[config.mk]
export PLATFORM = sky130hd
export DESIGN_NAME = ili9341_sequencer
export DESIGN_NICKNAME = d
export VERILOG_FILES = /design/src/rtl/ili9341_pkg.sv /design/src/rtl/spi_types.sv /design/src/rtl/ili9341_init_rom.sv /design/src/rtl/ili9341_sequencer.sv
export SDC_FILE = /design/constraint.sdc
export NUM_CORES = 1
export LEC_CHECK = 0
export ABC_CLOCK_PERIOD_IN_PS = 7300
export BUFFER_PORTS_ARGS = -buffer_cell sky130_fd_sc_hd__buf_2
export CELL_PAD_IN_SITES_DETAIL_PLACEMENT = 0
export CELL_PAD_IN_SITES_GLOBAL_PLACEMENT = 1
export CORE_MARGIN = 2
export CORE_UTILIZATION = 30
export CTS_CLUSTER_DIAMETER = 80
export CTS_CLUSTER_SIZE = 25
export DETAILED_ROUTE_END_ITERATION = 6
export PLACE_DENSITY = 0.56
export SYNTH_ARGS = -nofsm -noshare
export SYNTH_HDL_FRONTEND = slang
export SYNTH_SLANG_ARGS = --single-unit
[constraint.sdc]
create_clock -name clk -period 7.3 [get_ports clk]
set_input_delay 0.365 -clock clk [delete_from_list [all_inputs] [get_ports clk]]
set_output_delay 0.365 -clock clk [all_outputs]
set_load 0.01 [all_outputs]
[src/rtl/ili9341_pkg.sv]
// ili9341_pkg: ILI9341 command codes, panel geometry and init ROM entry format.
package ili9341_pkg;
    localparam logic [7:0] CMD_SWRESET = 8'h01;
    localparam logic [7:0] CMD_SLPOUT  = 8'h11;
    localparam logic [7:0] CMD_COLMOD  = 8'h3A;
    localparam logic [7:0] CMD_MADCTL  = 8'h36;
    localparam logic [7:0] CMD_DISPON  = 8'h29;
    localparam logic [7:0] CMD_CASET   = 8'h2A;
    localparam logic [7:0] CMD_PASET   = 8'h2B;
    localparam logic [7:0] CMD_RAMWR   = 8'h2C;
    localparam int LCD_W  = 240;
    localparam int LCD_H  = 320;
    localparam int ROM_AW = 4;
    typedef enum logic [1:0] {
        ROM_CMD   = 2'b00,
        ROM_DATA  = 2'b01,
        ROM_DELAY = 2'b10,
        ROM_END   = 2'b11
    } rom_type_e;
    typedef struct packed {
        rom_type_e  typ;
        logic [7:0] payload;
    } rom_entry_t;
    function automatic rom_entry_t rom_entry(input rom_type_e t, input logic [7:0] p);
        rom_entry_t e;
        e.typ     = t;
        e.payload = p;
        return e;
    endfunction
endpackage

[src/rtl/spi_types.sv]
// spi_types: transfer modes shared between the sequencer and spi_controller.
package spi_types;
    typedef enum logic [1:0] {
        WRITE_8  = 2'd0,
        WRITE_16 = 2'd1,
        READ_8   = 2'd2,
        READ_16  = 2'd3
    } spi_transaction_t;
endpackage

[src/rtl/ili9341_init_rom.sv]
// ili9341_init_rom: combinational init script lookup.
//   addr_i  : script entry index
//   entry_o : {type, payload}; addresses past the script read as END
module ili9341_init_rom
    import ili9341_pkg::*;
(
    input  logic [ROM_AW-1:0] addr_i,
    output rom_entry_t        entry_o
);
    always_comb begin
        case (addr_i)
            4'd0:    entry_o = rom_entry(ROM_CMD,   CMD_SWRESET);
            4'd1:    entry_o = rom_entry(ROM_DELAY, 8'd5);
            4'd2:    entry_o = rom_entry(ROM_CMD,   CMD_SLPOUT);
            4'd3:    entry_o = rom_entry(ROM_DELAY, 8'd120);
            4'd4:    entry_o = rom_entry(ROM_CMD,   CMD_COLMOD);
            4'd5:    entry_o = rom_entry(ROM_DATA,  8'h55);
            4'd6:    entry_o = rom_entry(ROM_CMD,   CMD_MADCTL);
            4'd7:    entry_o = rom_entry(ROM_DATA,  8'h48);
            4'd8:    entry_o = rom_entry(ROM_CMD,   CMD_DISPON);
            default: entry_o = rom_entry(ROM_END,   8'h00);
        endcase
    end
endmodule

[src/rtl/ili9341_sequencer.sv]
// ili9341_sequencer: panel reset, init script playback and per-pixel
// CASET/PASET/RAMWR sequencing in front of spi_controller.
//   clk, rst (async, active low)
//   spi_mode/spi_data/spi_valid -> spi_controller, spi_ready <- spi_controller
//   dc, lcd_rst_n               -> panel
//   init_done                   : init script finished (sticky)
//   px_valid/px_ready, px_x, px_y, px_color : plot request handshake
module ili9341_sequencer
    import ili9341_pkg::*;
    import spi_types::*;
#(
    parameter int CLK_HZ    = 12_000_000,
    parameter int MS_CYCLES = CLK_HZ / 1000,
    parameter int RST_MS    = 10,
    parameter int WAKE_MS   = 120
) (
    input  logic             clk,
    input  logic             rst,
    output spi_transaction_t spi_mode,
    output logic [15:0]      spi_data,
    output logic             spi_valid,
    input  logic             spi_ready,
    output logic             dc,
    output logic             lcd_rst_n,
    output logic             init_done,
    input  logic             px_valid,
    output logic             px_ready,
    input  logic [8:0]       px_x,
    input  logic [8:0]       px_y,
    input  logic [15:0]      px_color
);
    localparam int HOLD_MS = RST_MS > WAKE_MS ? RST_MS : WAKE_MS;
    localparam int MAX_MS  = HOLD_MS > 255 ? HOLD_MS : 255;
    localparam int CW      = $clog2(MAX_MS * MS_CYCLES + 1);
    typedef logic [CW-1:0] cnt_t;
    localparam cnt_t RST_CYC  = cnt_t'(RST_MS * MS_CYCLES);
    localparam cnt_t WAKE_CYC = cnt_t'(WAKE_MS * MS_CYCLES);

    typedef enum logic [2:0] {
        S_RST_HOLD, S_RST_WAIT, S_INIT_FETCH, S_INIT_ISSUE, S_DELAY, S_IDLE, S_PLOT
    } state_e;
    // Per-transfer handshake: load fields, raise valid a cycle later, hold
    // until accepted, then follow spi_ready low and back high.
    typedef enum logic [2:0] {P_LOAD, P_RAISE, P_HOLD, P_LO, P_HI} phase_e;

    state_e           state_q;
    phase_e           ph_q;
    logic [ROM_AW-1:0] ptr_q;
    logic [2:0]       step_q;
    cnt_t             cnt_q;
    logic [8:0]       x_q, y_q;
    logic [15:0]      col_q;
    logic             spi_valid_q, dc_q, lcd_rst_n_q, init_done_q, px_ready_q;
    logic [15:0]      spi_data_q;
    spi_transaction_t spi_mode_q;

    rom_entry_t       entry;
    cnt_t             lim;
    logic             tick, in_range, cmd_step, nx_dc;
    logic [15:0]      nx_data;
    spi_transaction_t nx_mode;

    ili9341_init_rom u_rom (
        .addr_i  (ptr_q),
        .entry_o (entry)
    );

    assign lim      = state_q == S_RST_HOLD ? RST_CYC :
                      state_q == S_RST_WAIT ? WAKE_CYC :
                      cnt_t'(entry.payload) * cnt_t'(MS_CYCLES);
    assign tick     = cnt_q + cnt_t'(1) >= lim;
    assign in_range = px_x < 9'(LCD_W) && px_y < 9'(LCD_H);
    // Plot steps 0, 3, 6 are the CASET/PASET/RAMWR command bytes.
    assign cmd_step = step_q == 3'd0 || step_q == 3'd3 || step_q == 3'd6;
    assign nx_dc    = state_q == S_PLOT ? !cmd_step : entry.typ == ROM_DATA;
    assign nx_mode  = state_q == S_PLOT && !cmd_step ? WRITE_16 : WRITE_8;
    assign nx_data  = state_q != S_PLOT ? {8'h00, entry.payload} :
                      step_q == 3'd0    ? {8'h00, CMD_CASET} :
                      step_q == 3'd3    ? {8'h00, CMD_PASET} :
                      step_q == 3'd6    ? {8'h00, CMD_RAMWR} :
                      step_q < 3'd3     ? {7'd0, x_q} :
                      step_q < 3'd6     ? {7'd0, y_q} : col_q;

    always_ff @(posedge clk or negedge rst) begin
        if (!rst) begin
            state_q     <= S_RST_HOLD;
            ph_q        <= P_LOAD;
            ptr_q       <= '0;
            step_q      <= '0;
            cnt_q       <= '0;
            x_q         <= '0;
            y_q         <= '0;
            col_q       <= '0;
            spi_valid_q <= 1'b0;
            spi_data_q  <= '0;
            spi_mode_q  <= WRITE_8;
            dc_q        <= 1'b0;
            lcd_rst_n_q <= 1'b0;
            init_done_q <= 1'b0;
            px_ready_q  <= 1'b0;
        end else begin
            case (state_q)
                S_RST_HOLD, S_RST_WAIT, S_DELAY: begin
                    cnt_q <= tick ? '0 : cnt_q + cnt_t'(1);
                    if (tick) begin
                        lcd_rst_n_q <= 1'b1;
                        state_q     <= state_q == S_RST_HOLD ? S_RST_WAIT : S_INIT_FETCH;
                        if (state_q == S_DELAY) ptr_q <= ptr_q + ROM_AW'(1);
                    end
                end
                S_INIT_FETCH: begin
                    case (entry.typ)
                        ROM_DELAY: state_q <= S_DELAY;
                        ROM_END: begin
                            state_q     <= S_IDLE;
                            init_done_q <= 1'b1;
                            px_ready_q  <= 1'b1;
                        end
                        default: begin
                            state_q <= S_INIT_ISSUE;
                            ph_q    <= P_LOAD;
                        end
                    endcase
                end
                S_IDLE: begin
                    if (px_valid && px_ready_q) begin
                        px_ready_q <= 1'b0;
                        x_q        <= px_x;
                        y_q        <= px_y;
                        col_q      <= px_color;
                        if (in_range) begin
                            state_q <= S_PLOT;
                            step_q  <= '0;
                            ph_q    <= P_LOAD;
                        end
                    end else begin
                        px_ready_q <= 1'b1;
                    end
                end
                S_INIT_ISSUE, S_PLOT: begin
                    case (ph_q)
                        P_LOAD: if (spi_ready && !spi_valid_q) begin
                            dc_q       <= nx_dc;
                            spi_data_q <= nx_data;
                            spi_mode_q <= nx_mode;
                            ph_q       <= P_RAISE;
                        end
                        P_RAISE: begin
                            spi_valid_q <= 1'b1;
                            ph_q        <= P_HOLD;
                        end
                        P_HOLD: if (spi_ready) begin
                            spi_valid_q <= 1'b0;
                            ph_q        <= P_LO;
                        end
                        P_LO: if (!spi_ready) ph_q <= P_HI;
                        default: if (spi_ready) begin
                            ph_q <= P_LOAD;
                            if (state_q == S_INIT_ISSUE) begin
                                ptr_q   <= ptr_q + ROM_AW'(1);
                                state_q <= S_INIT_FETCH;
                            end else if (step_q == 3'd7) begin
                                state_q    <= S_IDLE;
                                px_ready_q <= 1'b1;
                            end else begin
                                step_q <= step_q + 3'd1;
                            end
                        end
                    endcase
                end
                default: state_q <= S_RST_HOLD;
            endcase
        end
    end

    assign spi_valid = spi_valid_q;
    assign spi_data  = spi_data_q;
    assign spi_mode  = spi_mode_q;
    assign dc        = dc_q;
    assign lcd_rst_n = lcd_rst_n_q;
    assign init_done = init_done_q;
    assign px_ready  = px_ready_q;
endmodule

==> flow_summary.yaml, run 1 <==
power_and_ir_drop:
  p_clk_share_pct: 20.9
  peakVddDrop_mv: 0.1345
  power_frac_comb_pct: 43.6
  seqPwrFrac_pct: 35.5
  netSwitchingPower_mw: 0.9494
  internal_power_mw: 1.356
  p_leak_nw: 3.809
  netSwitchingFraction_pct: 41.19
  p_per_area_nw_per_um2: 301.9
hold_path:
  hold_class: "input pin to asynchronous set/reset pin"
clocking:
  cts_buffer_depth: 2
  cts.sinks: 91
  cts_buffers: 9
  cts_tree: "yes"
  cts_setup_buffers: 0
  htree_num_levels: 3
  path_clk_slew_ns: 0.07
  cts-root-buf: "clkbuf_16"
  insertion_delay_ns: 0.35
critical_path:
  rrSetupSlack_ns: 0.58
  worst_r2r_path_depth: 27
  crit_type: "flop to flop"
  crit_family: "adder cells"
  required_ns: 7.58
  worstPathArrival_ns: 7.00
  crit_fanout: 12
  critPathLaunch: "ptr_q[0]"
  start_kind: "flop"
  crit_path_end: "cnt_q[11]"
  crit_slowest_cell: "fa_1"
  crit_cells: 27
  cpMostUsedCell: "inv_1"
  regToRegStartpoint: "ptr_q[0]"
  critPathBufInv: 7
  max_stage_delay_ns: 0.56
  worstReg2RegEnd: "cnt_q[11]"
  crit_path_end_kind: "flop"
floorplan:
  start_util_pct: 30.73
  rows: 54
  coreArea_um2: 21890
  die_h_um: 153.8
  die-width_um: 153.8
  dieArea_um2: 23640
  ioPinCount: 61
routing:
  ant_nets: 0
  num_vias: 5299
  drc: 0
  drt-total-wl_um: 17080
  routed_via_density: 5.028
  dr.pass1.iters: 4
  routedWlPerCell_um: 16.20
  drt_iter0_markers: 237
sta:
  slew_violations: 0
  layout_worst_path_cycle_share_pct: 92.03
  worstMarginPinSlew_ns: 1.187
  skew_ns: 0.01095
  rsz0062_at_grt: "no"
  slew-limit-headroom_pct: 20.86
  setup_viol: 0
  period_minus_slack_ns: 6.718
  fmax_mhz: 148.9
  fin_tns_setup_ns: 0
  finalHoldViolCount: 0
cells_and_area:
  post_route_cells_drive_above_1_share_pct: 18.09
  stdcell_count: 1054
  layout_commonest_cell: "dfrtp_1"
  design_area_um2: 7635
  fin_nets: 890
  area_growth_pct: 13.48
  final_cell_mix: "dfrtp_1, ha_1, inv_1"
  diodes: 0
yosys:
  yosysSeqAreaShare_pct: 33.85
  netlist_area_um2: 6728
  ys.warnings.count: 0
  synth-seq-cells: 91
  ys_async_sr_fraction_pct: 100.0
  synth_nets: 838
  synth_cell_type_count: 57
  postSynthCellCount: 717
  synth_edf_count: 0
  synth_ff_type: "dfrtp_1"
  synth.avg_cell_area_um2: 9.383
global_routing:
  grt_max_degree: 51
  grtUsageTotal_pct: 14.92
  grt_pass1_wl_um: 28640
  gr-total-overflow: 0
  grt_pass1_vias: 5452
  antenna_found_initial: 0
place:
  io_buffers: 59
  place_area_um2: 7335
  placed_cells: 1038
  gp_congestion: 0.8223
  hpwl_um: 13190
run_status:
  status: "finished, final reports clean"
flow_run:
  cap_viol_max_count: 0
cell usage after synthesis, types with 2 or more instances:
master | number | area share [%]
a211o_1 | 2 | 0.26
a211oi_1 | 7 | 0.78
a21o_1 | 10 | 1.1
a21oi_1 | 46 | 3.4
a22o_1 | 20 | 2.6
a2bb2oi_1 | 3 | 0.39
a31oi_1 | 3 | 0.28
and2_1 | 5 | 0.46
and3_1 | 8 | 0.74
and4_1 | 3 | 0.39
buf_2 | 11 | 0.82
clkbuf_1 | 16 | 0.89
dfrtp_1 | 91 | 34
fa_1 | 17 | 5.1
ha_1 | 66 | 12
inv_1 | 59 | 3.3
mux2_2 | 42 | 7.0
mux2i_1 | 12 | 1.8
nand2_1 | 48 | 2.7
nand2b_1 | 4 | 0.37
nand3_1 | 18 | 1.3
nand3b_1 | 2 | 0.22
nand4_1 | 8 | 0.74
nor2_1 | 55 | 3.1
nor2b_1 | 10 | 0.93
nor3_1 | 14 | 1.0
nor4_1 | 3 | 0.28
o2111ai_1 | 2 | 0.26
o211a_1 | 2 | 0.30
o211ai_1 | 5 | 0.56
o21a_1 | 8 | 0.89
o21ai_0 | 49 | 3.6
o21ai_1 | 2 | 0.15
o22ai_1 | 2 | 0.19
o31ai_1 | 8 | 0.89
or2_2 | 4 | 0.37
or3_1 | 7 | 0.65
xnor2_1 | 20 | 2.6
xor2_1 | 7 | 0.91
how the worst min path moves through the flow:
stage / from / to / slack, ns
floorplan: rst / cnt_q[0] / 0.07
global placement: rst / spi_data[5] / 0.41
detailed placement: rst / spi_data[3] / 0.42
CTS: rst / spi_data[3] / 0.04
global route: rst / spi_data[5] / 0.06
finish: rst / spi_data[5] / 0.02
state kept, by name, indices dropped and copies added (netlist names):
name       cells
spi_mode       1
ptr_q          4
col_q         16
y_q            9
spi_valid      1
dc             1
x_q            9
spi_data      16
ph_q           3
lcd_rst_n      1
px_ready       1
init_done      1
state_q        3
cnt_q         22
step_q         3
timing repair:
item	CTS	global route
resized for setup	0	2
setup endpoints to repair	0	1
hold buffers	0	0
through the flow:
| stage | hold WS (ns) | setup WS, ns | power (mW) | utilization (%) |
|---|---|---|---|---|
| after floorplan | 0.06941 | 1.048 | 1.547 | - |
| after global placement | 0.4114 | 0.6340 | 1.827 | 33.50 |
| after detailed placement | 0.4162 | 0.4701 | 1.846 | 33.50 |
| after CTS | 0.04171 | 0.4338 | 2.342 | 34.87 |
| after global routing | 0.06258 | 0.07089 | 2.521 | 34.88 |
| final | 0.02238 | 0.5820 | 2.305 | 34.88 |
layer usage:
layer,vias up,global-route usage [%],wire (um)
li1,2645,-,-
met1,2578,21.39,8692
met2,70,23.43,7732
met3,6,2.847,546
met4,0,3.277,107
met5,-,0,0
logic make-up after synthesis:
logic type / count (synthesis) / synth area share, %
and+or+nand+nor: 195 / 14.32
AOI/OAI and AO/OA: 176 / 16.65
muxes: 54 / 8.815
xor gates and xnor gates: 28 / 3.757
DFF: 91 / 33.85
buffers and inverters: 89 / 5.226
adders and majority gates: 83 / 17.33
other: 1 / 0.05574
power by group through the flow:
stage / sequential [mW] / clock, mW / combinational (mW)
2_1_floorplan: 0.735 / 0 / 0.811
3_3_place_gp: 0.820 / 0 / 1.01
3_5_place_dp: 0.830 / 0 / 1.02
4_1_cts: 0.819 / 0.500 / 1.02
5_1_grt: 0.849 / 0.524 / 1.15
6_report: 0.819 / 0.482 / 1.00
cell type report:
class / instances / area, um2
Multi-Input combinational cell: 537 / 4101
Clock buffer: 9 / 225.2
Sequential cell: 91 / 2278
Inverter: 60 / 225.2
Timing Repair Buffer: 70 / 380.4
Tap cell: 280 / 350.3
Fill cell: 2298 / 14260
Clock inverter: 7 / 73.82
Power figures use the tool's default switching activity.
==> run 2: changes to the inputs <==
--- a/config.mk
+++ b/config.mk
@@ -11,10 +11,12 @@
 export CELL_PAD_IN_SITES_GLOBAL_PLACEMENT = 1
 export CORE_MARGIN = 2
 export CORE_UTILIZATION = 30
+export CTS_BUF_LIST = sky130_fd_sc_hd__clkbuf_8
 export CTS_CLUSTER_DIAMETER = 80
 export CTS_CLUSTER_SIZE = 25
 export DETAILED_ROUTE_END_ITERATION = 6
 export PLACE_DENSITY = 0.56
+export SKIP_CTS_REPAIR_TIMING = 1
 export SYNTH_ARGS = -nofsm -noshare
 export SYNTH_HDL_FRONTEND = slang
 export SYNTH_SLANG_ARGS = --single-unit
==> constraint.sdc (replaced) <==
create_clock -name clk -period 7.3 [get_ports clk]
set_input_delay 1.095 -clock clk [delete_from_list [all_inputs] [get_ports clk]]
set_output_delay 1.095 -clock clk [all_outputs]
set_load 0.01 [all_outputs]
==> run 2 against run 1 <==
Effect of this change: worst setup slack better by 0.0034 ns; clock power fell by 25%; sequential power about the same; sequential cell count stayed put; critical endpoint is now cnt_q[5].
==> flow_summary.yaml, run 2 (synthesized netlist as in run 1, its figures left out) <==
routing:
  drt_iter0_markers: 207
  routed_via_density: 5.028
  dr.pass1.iters: 4
  drc: 0
  routedWlPerCell_um: 16.13
  num_vias: 5300
  ant_nets: 0
  drt-total-wl_um: 17000
power_and_ir_drop:
  peakVddDrop_mv: 0.1345
  p_leak_nw: 3.763
  p_per_area_nw_per_um2: 289.7
critical_path:
  regToRegStartpoint: "ptr_q[0]"
  required_ns: 7.62
  worst_r2r_path_depth: 27
  worstReg2RegEnd: "cnt_q[5]"
  crit_fanout: 12
  start_kind: "flop"
  max_stage_delay_ns: 0.56
  worstPathArrival_ns: 7.03
  rrSetupSlack_ns: 0.59
  crit_cells: 27
  crit_path_end_kind: "flop"
  crit_type: "flop to flop"
  critPathBufInv: 7
  crit_family: "adder cells"
  cpMostUsedCell: "inv_1"
  crit_slowest_cell: "fa_1"
clocking:
  cts-root-buf: "clkbuf_8"
  cts_tree: "yes"
  cts.sinks: 91
  cts_buffers: 9
  insertion_delay_ns: 0.38
  cts_buffer_depth: 2
  path_clk_slew_ns: 0.11
  htree_num_levels: 3
cells_and_area:
  diodes: 0
  top_register: "cnt_q"
  layout_commonest_cell: "dfrtp_1"
  post_route_cells_drive_above_1_share_pct: 18.09
  final_cell_mix: "dfrtp_1, ha_1, inv_1"
  fin_util_pct: 34.41
  area_growth_pct: 11.98
  largest_reg_flops: 22
  fin_nets: 890
  design_area_um2: 7533
sta:
  slew_violations: 0
  worstMarginPinSlew_ns: 1.152
  fin_tns_setup_ns: 0
  whs_ns: 0.4736
  setup_ws_ns: 0.5854
  rsz0062_at_grt: "no"
  skew_ns: 0.01278
  slew-limit-headroom_pct: 23.18
  period_minus_slack_ns: 6.715
  finalHoldViolCount: 0
  layout_worst_path_cycle_share_pct: 91.98
  fmax_mhz: 148.9
  setup_viol: 0
place:
  hpwl_um: 13190
  io_buffers: 59
  pre_cts_ws_ns: 0.4701
  place_area_um2: 7335
  gp_congestion: 0.8223
hold_path:
  min_from: "lcd_rst_n"
  whs_path_depth: 1
  holdPathEnd: "lcd_rst_n"
  hold_class: "flop to flop"
floorplan:
  rows: 54
  coreArea_um2: 21890
  die-width_um: 153.8
  die_h_um: 153.8
  dieArea_um2: 23640
  ioPinCount: 61
  start_util_pct: 30.73
flow_run:
  cap_viol_max_count: 0
global_routing:
  grt_max_degree: 51
  grtUsageTotal_pct: 14.89
  grt_pass1_vias: 5442
  gr-total-overflow: 0
  antenna_found_initial: 0
  grt_pass1_wl_um: 28640
run_status:
  status: "finished, final reports clean"
-- run 2: changes by cell type in the layout (fill, tap and decap cells not counted) --
cell,delta
o21ai_1,-1
o21ai_0,+1
clkbuf_8,+9
clkbuf_16,-9
-- run 2: where the power goes --
part	internal (mW)	total, mW	switching (mW)
Clock	0.160	0.362	0.202
Sequential	0.645	0.818	0.172
Combinational	0.442	1.00	0.561
-- run 2: how the worst max path moves through the flow --
stage	start	end	slack, ns
2_1_floorplan	ptr_q[0]	cnt_q[11]	1.05
3_5_place_dp	ptr_q[0]	ptr_q[1]	0.47
5_1_grt	ptr_q[0]	ptr_q[1]	0.02
3_3_place_gp	ptr_q[0]	ptr_q[1]	0.63
6_report	ptr_q[0]	cnt_q[5]	0.59
4_1_cts	ptr_q[0]	ptr_q[1]	0.43
-- run 2: layer usage --
| metal | track usage, % | up-vias | part of all wire (%) |
|---|---|---|---|
| li1 | - | 2640 | - |
| met1 | 21.42 | 2570 | 50 |
| met5 | 0 | - | 0 |
| met4 | 3.145 | 0 | 0.78 |
| met2 | 23.32 | 78 | 45 |
| met3 | 2.847 | 12 | 3.7 |
-- run 2: worst register-to-register path, cell delays in order, from the launching register on --
cell      delay (ns)
dfrtp_2         0.45
inv_1           0.10
ha_1            0.33
o21ai_0         0.15
a21o_1          0.25
inv_1           0.08
fa_1            0.48
inv_1           0.06
ha_1            0.27
inv_1           0.05
fa_1            0.50
fa_1            0.56
inv_1           0.05
ha_1            0.33
o21a_1          0.15
a2111o_1        0.41
a31oi_1         0.32
a21oi_1         0.14
mux2i_1         0.21
ha_1            0.27
a21oi_1         0.16
o21ai_0         0.11
nor4_1          0.32
a22oi_1         0.13
buf_4           0.18
nor2_1          0.19
buf_4           0.24
a22o_1          0.17
-- run 2: layout make-up --
cell class	count	area, um2
multi-input cells	537	4101
fillers	2309	14360
clock inverters	7	73.82
well taps	280	350.3
clock buffers	9	123.9
repair buffers	70	380.4
inverters	60	225.2
flip-flops and latches	91	2278
-- run 2: per-stage QoR --
stage                     cells  power [mW]
after CTS                  1054       2.218
after floorplan             717       1.547
after detailed placement   1038       1.846
after global placement     1038       1.827
after global routing       1054       2.397
final                      1054       2.182
==> run 3: changes to the inputs <==
--- a/config.mk
+++ b/config.mk
@@ -9,6 +9,7 @@
 export BUFFER_PORTS_ARGS = -buffer_cell sky130_fd_sc_hd__buf_2
 export CELL_PAD_IN_SITES_DETAIL_PLACEMENT = 0
 export CELL_PAD_IN_SITES_GLOBAL_PLACEMENT = 1
+export CORE_ASPECT_RATIO = 1.75
 export CORE_MARGIN = 2
 export CORE_UTILIZATION = 30
 export CTS_BUF_LIST = sky130_fd_sc_hd__clkbuf_8
@@ -16,7 +17,9 @@
 export CTS_CLUSTER_SIZE = 25
 export DETAILED_ROUTE_END_ITERATION = 6
 export PLACE_DENSITY = 0.56
+export REMOVE_ABC_BUFFERS = 1
 export SKIP_CTS_REPAIR_TIMING = 1
+export SLEW_MARGIN = 10
 export SYNTH_ARGS = -nofsm -noshare
 export SYNTH_HDL_FRONTEND = slang
 export SYNTH_SLANG_ARGS = --single-unit
==> run 3 against run 2 <==
Effect of this change: via count shrank 0.64%; power shrank 2.7%; critical endpoint is now ptr_q[1]; count of clock-buffer cells in the layout is the same; sequential power shrank 1%; die area grew 0.20%; critical path depth shrank 1.
==> flow_summary.yaml, run 3 (synthesized netlist as in run 1, its figures left out) <==
run_status:
  status: "finished, final reports clean"
cells_and_area:
  layout_commonest_cell: "dfrtp_1"
  top_register: "cnt_q"
  final.fill_count: 2315
  post_route_cells_drive_above_1_share_pct: 17.77
  seq_area_um2: 2277
  stdcell_count: 1067
  diodes: 0
  design_area_um2: 7542
  largest_reg_flops: 22
  multi_input_area_um2: 4110
  area_growth_pct: 12.11
  final_cell_mix: "dfrtp_1, ha_1, inv_1"
  fin_util_pct: 34.17
  fin_nets: 887
place:
  placed_cells: 1051
  place_area_um2: 7350
  gp_congestion: 0.8399
  pre_cts_ws_ns: 0.4775
  io_buffers: 59
  hpwl_um: 13740
critical_path:
  crit_fanout: 29
  max_stage_delay_ns: 0.55
  crit_slowest_cell: "fa_1"
  start_kind: "flop"
  worst_r2r_path_depth: 26
  crit_type: "flop to flop"
  worstPathArrival_ns: 7.14
  required_ns: 7.57
  cpMostUsedCell: "inv_1"
  crit_path_end_kind: "flop"
clocking:
  cts-root-buf: "clkbuf_8"
  insertion_delay_ns: 0.39
  cts_tree: "yes"
  cts.sinks: 91
  htree_num_levels: 3
  cts_buffer_depth: 2
  cts_buffers: 9
  path_clk_slew_ns: 0.10
global_routing:
  grt_pass1_wl_um: 28810
  grt_max_degree: 69
  antenna_found_initial: 0
  grtUsageTotal_pct: 15.58
  grt_pass1_vias: 5473
  gr-total-overflow: 0
sta:
  setup_ws_ns: 0.4311
  fin_tns_setup_ns: 0
  slew_violations: 0
  rsz0062_at_grt: "no"
  finalHoldViolCount: 0
  skew_ns: 0.01561
  slew-limit-headroom_pct: 32.79
  period_minus_slack_ns: 6.869
  whs_ns: 0.4771
  worstMarginPinSlew_ns: 1.006
  layout_worst_path_cycle_share_pct: 94.09
  fmax_mhz: 145.6
  setup_viol: 0
routing:
  drt-total-wl_um: 17800
  ant_nets: 0
  routed_via_density: 4.935
  dr.pass1.iters: 5
  routedWlPerCell_um: 16.68
  drc: 0
  drt_iter0_markers: 260
  num_vias: 5266
flow_run:
  cap_viol_max_count: 0
hold_path:
  hold_class: "flop to flop"
  whs_path_depth: 1
floorplan:
  dieArea_um2: 23690
  ioPinCount: 61
  die_h_um: 202.1
  rows: 72
  start_util_pct: 30.48
  die-width_um: 117.2
  coreArea_um2: 22070
power_and_ir_drop:
  p_leak_nw: 3.755
  fin_total_pwr_mw: 2.124
  peakVddDrop_mv: 0.1805
  p_per_area_nw_per_um2: 281.6
[run 3: final timing paths]
path                            from           to  slack, ns
max                         ptr_q[0]     ptr_q[1]       0.43
min                        lcd_rst_n    lcd_rst_n       0.48
max reg2reg                 ptr_q[0]     ptr_q[1]       0.43
min in group asynchronous        rst     col_q[7]       0.59
min reg2reg                lcd_rst_n    lcd_rst_n       0.48
max in group asynchronous        rst  spi_data[1]       5.49
[run 3: where the power goes]
part           internal (mW)  switching [mW]
Combinational          0.421           0.545
Clock                  0.134           0.215
Sequential             0.640           0.169
Total                   1.19           0.929
[run 3: metal layers]
layer	share of wire (%)	track usage, %	wire, um
met1	42	18.07	7423
met2	54	29.04	9674
met3	2.4	2.399	434
met4	1.5	3.908	269
met5	0	0	0
[run 3: layout make-up]
class / instances / area share [%]
Clock buffer: 9 / 1.642
Clock inverter: 7 / 0.8626
Inverter: 60 / 2.986
Multi-Input combinational cell: 537 / 54.50
Sequential cell: 91 / 30.19
Tap cell: 296 / 4.910
Timing Repair Buffer: 67 / 4.910
[run 3: critical path: cells and delay by family, from the launching register on]
family                     cells  cell delay (ns)
buffers and inverters          6             0.59
DFF                            1             0.50
xor gates and xnor gates       1             0.16
and+or+nand+nor                2             0.14
muxes                          1             0.37
AOI/OAI and AO/OA              9             2.17
adders and majority gates      7             2.80
